==> config.mk <==
export PLATFORM = sky130hd
export DESIGN_NAME = strobe_divider_bank
export DESIGN_NICKNAME = d
export VERILOG_FILES = /design/src/rtl/clkdiv_pkg.sv /design/src/rtl/strobe_div_chan.sv /design/src/rtl/strobe_divider_bank.sv
export SDC_FILE = /design/constraint.sdc
export NUM_CORES = 1
export LEC_CHECK = 0
export ABC_AREA = 0
export BUFFER_PORTS_ARGS = -buffer_cell sky130_fd_sc_hd__buf_2
export CORE_MARGIN = 2
export CORE_UTILIZATION = 39
export CTS_CLUSTER_DIAMETER = 200
export DETAILED_ROUTE_END_ITERATION = 12
export GPL_TIMING_DRIVEN = 0
export MAX_ROUTING_LAYER = met4
export PLACE_DENSITY_LB_ADDON = 0.05
export SLEW_MARGIN = 25
export SYNTH_ARGS = -nofsm -noshare
export SYNTH_HDL_FRONTEND = slang
export SYNTH_SLANG_ARGS = --single-unit
==> constraint.sdc <==
create_clock -name clk -period 8 [get_ports clk]
set_input_delay 1.6 -clock clk [delete_from_list [all_inputs] [get_ports clk]]
set_output_delay 1.6 -clock clk [all_outputs]
set_load 0.005 [all_outputs]
==> src/rtl/clkdiv_pkg.sv <==
// clkdiv_pkg: shared defaults and divisor helpers for the strobe divider bank
package clkdiv_pkg;
  localparam int CW_DEF = 16;
  localparam int DIV_DEF = 1500;
  typedef logic [CW_DEF-1:0] div_t;
  function automatic logic [31:0] clamp_div(input logic [31:0] d);
    return (d == 32'd0) ? 32'd1 : d;
  endfunction
endpackage

==> src/rtl/strobe_div_chan.sv <==
// strobe_div_chan: one programmable tick/square-wave divider with glitch-free divisor update
module strobe_div_chan
  import clkdiv_pkg::*;
#(
  parameter int CW          = CW_DEF,
  parameter int DEFAULT_DIV = DIV_DEF
) (
  input  logic          clk,
  input  logic          rst,
  input  logic          en,
  input  logic          clr,
  input  logic          wr,
  input  logic [CW-1:0] wdata,
  output logic          pend,
  output logic          tick,
  output logic          sq
);
  logic [CW-1:0] cnt_q, cnt_d, act_q, act_d, nxt_q, nxt_d, wval;
  logic          pend_q, pend_d, tick_q, tick_d, sq_q, sq_d, wrap, wr_idle;
  assign wval    = CW'(clamp_div(32'(wdata)));
  assign wrap    = en && (cnt_q == act_q - CW'(1));
  assign wr_idle = wr && !en && !clr;
  assign pend    = pend_q;
  assign tick    = tick_q;
  assign sq      = sq_q;
  // next state: clear restarts in phase, idle writes apply at once, busy writes wait for the wrap
  always_comb begin
    cnt_d  = (clr || wrap || (wr_idle && cnt_q >= wval)) ? '0 : en ? cnt_q + CW'(1) : cnt_q;
    tick_d = !clr && wrap;
    sq_d   = !clr && (sq_q ^ wrap);
    act_d  = wr_idle ? wval : ((clr || wrap) && pend_q) ? nxt_q : act_q;
    nxt_d  = wr ? wval : nxt_q;
    pend_d = wr ? (clr || en) : (clr || wrap) ? 1'b0 : pend_q;
  end
  // channel state flops, all outputs come straight from here
  always_ff @(posedge clk or posedge rst) begin
    if (rst) begin
      cnt_q  <= '0;
      act_q  <= CW'(DEFAULT_DIV);
      nxt_q  <= CW'(DEFAULT_DIV);
      pend_q <= 1'b0;
      tick_q <= 1'b0;
      sq_q   <= 1'b0;
    end else begin
      cnt_q  <= cnt_d;
      act_q  <= act_d;
      nxt_q  <= nxt_d;
      pend_q <= pend_d;
      tick_q <= tick_d;
      sq_q   <= sq_d;
    end
  end
endmodule

==> src/rtl/strobe_divider_bank.sv <==
// strobe_divider_bank: NCH independent clock-enable strobe generators with runtime divisors
module strobe_divider_bank
  import clkdiv_pkg::*;
#(
  parameter int NCH         = 4,
  parameter int CW          = CW_DEF,
  parameter int DEFAULT_DIV = DIV_DEF,
  localparam int SW         = (NCH > 1) ? $clog2(NCH) : 1
) (
  input  logic           clk,
  input  logic           rst,
  input  logic [NCH-1:0] en,
  input  logic           sync_clr,
  input  logic           div_wr,
  input  logic [SW-1:0]  div_sel,
  input  logic [CW-1:0]  div_data,
  output logic [NCH-1:0] pend,
  output logic [NCH-1:0] tick,
  output logic [NCH-1:0] sq
);
  for (genvar i = 0; i < NCH; i++) begin : g_ch
    strobe_div_chan #(.CW(CW), .DEFAULT_DIV(DEFAULT_DIV)) u_ch (
      .clk  (clk),
      .rst  (rst),
      .en   (en[i]),
      .clr  (sync_clr),
      .wr   (div_wr && (div_sel == SW'(i))),
      .wdata(div_data),
      .pend (pend[i]),
      .tick (tick[i]),
      .sq   (sq[i])
    );
  end
endmodule
==> results.json <==
{
  "die_w_um": 185,
  "clock.fmax_mhz": 195,
  "grt_max_degree": 78,
  "synth_ff_type": "dfrtp_1",
  "yosysUniqueCellTypes": 72,
  "fin_hold_ws_ns": 0.480,
  "synth_warnings": 0,
  "power_density_nw_per_um2": 236,
  "worstReg2RegStart": "g_ch[1].u_ch.act_q[0]$_DFFE_PP0P_",
  "post_cts.repair.setup_buffers": 0,
  "finalSetupTns_ns": 0,
  "layout.cells.non_filler": 1928,
  "h-tree-depth": 1,
  "regArea_um2": 5170,
  "layout_common_cells": "dfrtp_1 (148), nor2_1 (146), nand2_1 (118)",
  "setup_ws_ns": 2.87,
  "crit_fanout": 10,
  "hpwl_um": 27300,
  "critPathCapture": "g_ch[2].u_ch.cnt_q[11]$_DFFE_PP0P_",
  "worstSkewPairLatency_ns": 0.55,
  "hold_class": "flop to flop",
  "hold_viol": 0,
  "setup.worst_path.end_class": "flop",
  "async_reset_ff_frac": 1.00,
  "cts.clk_slew.worst_paths_ns": 0.06,
  "synth_nets": 1501,
  "multi_input_area_um2": 7040,
  "post_dp_cell_area_um2": 13600,
  "crit_path_start_kind": "input port",
  "wl_per_cell_um": 20.6,
  "grt_overflow_total": 0,
  "hold_buffers": 0,
  "stdcell_area_um2": 14400,
  "period_minus_slack_ns": 5.13,
  "postLayoutCoreUtil": 0.444,
  "drc": 0,
  "firstDrtPassIters": 5,
  "grt_pass1_wl_um": 62000,
  "start_util": 0.394,
  "die_h_um": 185,
  "cts_resized": 0,
  "vias": 10671,
  "nets": 1565,
  "critPathLaunch": "div_data[5]",
  "clkSinkCount": 204,
  "gp_congestion": 0.859,
  "crit_arrival_ns": 5.54,
  "ys_seq_elements": 204,
  "pin_count": 38,
  "slew_violations": 0,
  "ant_nets": 0,
  "rsz0062_at_grt": "no",
  "avgSynthCellArea_um2": 9.12,
  "grt_pass1_vias": 10149,
  "drtIter0Drc": 629,
  "p_leak_nw": 6.39,
  "outcome": "finished, final reports clean",
  "r2r-end": "g_ch[1].u_ch.act_q[2]$_DFFE_PP1P_",
  "rows": 66,
  "r2r.worst_path.cells": 13,
  "maxCapViolCount": 0,
  "fillers": 3208,
  "cts_root_buffer": "clkbuf_16",
  "finalSetupViolations": 0,
  "total_power_mw": 3.40,
  "cts_buffers": 26,
  "slew_headroom": 0.335,
  "path_class": "input port to flop",
  "cts.path.max_buffers": 3,
  "cts_tree": "built",
  "synth_seq_area_share": 0.404,
  "wl_um": 39600,
  "r2r_slack_ns": 4.11,
  "grt_usage": 0.244,
  "dp_cells": 1881,
  "portBuffers": 33,
  "viasPerCell": 5.53,
  "period_share": 0.642,
  "dieArea_um2": 34300,
  "diodes": 0,
  "detailedPlace.worstSlack_ns": 2.35,
  "synth_cells": 1403,
  "worstMarginPinSlew_ns": 0.984,
  "synth_area_um2": 12800,
  "final_common_cell": "dfrtp_1",
  "area_growth_pct": 12.7,
  "core_area_um2": 32500,
  "peakVddDrop_mv": 0.187,
  "fin_worst_skew_ns": 0.0103,
  "synth-edff-count": 0,
  "grt_antenna_before_repair": 0,
  "drive_gt1_frac": 0.113,
  "crit_required_ns": 8.41
}
-- flip-flops by register name (all words and copies together), names as in the netlist --
name / count
g_ch.u_ch.tick: 4
g_ch.u_ch.pend: 4
g_ch.u_ch.act_q: 64
g_ch.u_ch.cnt_q: 64
g_ch.u_ch.sq: 4
g_ch.u_ch.nxt_q: 64
-- worst max-delay path: stages --
cell and delay, ns:
buf_2 0.25, nor4_1 0.11, a41oi_1 0.71, inv_1 0.55, ha_1 0.43, nand2b_1 0.09
a21o_1 0.11, a21o_1 0.12, a211oi_1 0.07, o21ai_0 0.18, o211ai_1 0.12, a21oi_1 0.59
clkbuf_1 0.48, nor2_1 0.11
-- how the worst min path moves through the flow --
stage | from | endpoint | cells after the start
floorplan | g_ch[0].u_ch.nxt_q[0]$_DFFE_PP0P_ | g_ch[0].u_ch.nxt_q[0]$_DFFE_PP0P_ | 2
global route | g_ch[0].u_ch.nxt_q[10]$_DFFE_PP1P_ | g_ch[0].u_ch.nxt_q[10]$_DFFE_PP1P_ | 2
CTS | g_ch[0].u_ch.nxt_q[8]$_DFFE_PP1P_ | g_ch[0].u_ch.nxt_q[8]$_DFFE_PP1P_ | 2
global placement | g_ch[0].u_ch.nxt_q[1]$_DFFE_PP0P_ | g_ch[0].u_ch.nxt_q[1]$_DFFE_PP0P_ | 2
detailed placement | g_ch[0].u_ch.nxt_q[14]$_DFFE_PP0P_ | g_ch[0].u_ch.nxt_q[14]$_DFFE_PP0P_ | 2
finish | g_ch[0].u_ch.nxt_q[8]$_DFFE_PP1P_ | g_ch[0].u_ch.nxt_q[8]$_DFFE_PP1P_ | 2
-- routing by layer --
layer  GRT usage  vias up  wire (um)
li1            -     5122          -
met1       0.339     5253      18500
met2       0.376      248      17900
met3      0.0324       48       2200
met4      0.0613        0        953
met5           -        -          0
-- cell usage after synthesis (all sizes together) (4+ instances only) --
cell type / instances / share of area
a2111oi: 6 / 0.0075
a211oi: 15 / 0.0088
a21boi: 4 / 0.0023
a21o: 24 / 0.014
a21oi: 52 / 0.020
a31oi: 26 / 0.013
and3: 16 / 0.0078
and4: 5 / 0.0034
buf: 26 / 0.015
clkbuf: 62 / 0.018
dfrtp: 148 / 0.29
dfstp: 56 / 0.11
ha: 72 / 0.070
inv: 43 / 0.013
mux2i: 54 / 0.042
nand2: 118 / 0.035
nand2b: 11 / 0.0054
nand3: 44 / 0.017
nand3b: 8 / 0.0047
nand4: 35 / 0.017
nor2: 146 / 0.043
nor2b: 8 / 0.0039
nor3: 43 / 0.017
nor4: 23 / 0.012
nor4b: 4 / 0.0027
o211ai: 4 / 0.0023
o21a: 5 / 0.0029
o21ai: 117 / 0.046
o31ai: 4 / 0.0023
or3: 17 / 0.0083
or4: 26 / 0.016
xnor2: 65 / 0.046
xor2: 75 / 0.051
-- logic make-up (layout without fill, tap and decap cells) --
logic type               after synthesis  in the layout  synth area share
AND/OR/NAND/NOR                      519            519             0.202
AO/OA/AOI/OAI                        283            283             0.137
flip-flops                           204            204             0.404
XOR/XNOR                             140            140            0.0973
buffers and inverters                131            214            0.0461
adder cells (fa/ha/maj)               72             72            0.0704
multiplexers                          54             54            0.0422
-- area by class of cell --
class	instances	area share
Timing Repair Buffer	36	0.0172
Multi-Input combinational cell	1068	0.488
Clock inverter	9	0.00634
Clock buffer	38	0.0496
Inverter	43	0.0117
Sequential cell	204	0.359
Tap cell	442	0.0384
Buffer	88	0.0297
-- where the power goes --
part           internal [mW]  switching (mW)  leakage, nW
clock                  0.653           0.474        0.380
sequential              1.24           0.193         2.53
combinational          0.355           0.478         3.48
total                   2.25            1.14         6.39
(Power assumes the default switching activity.)
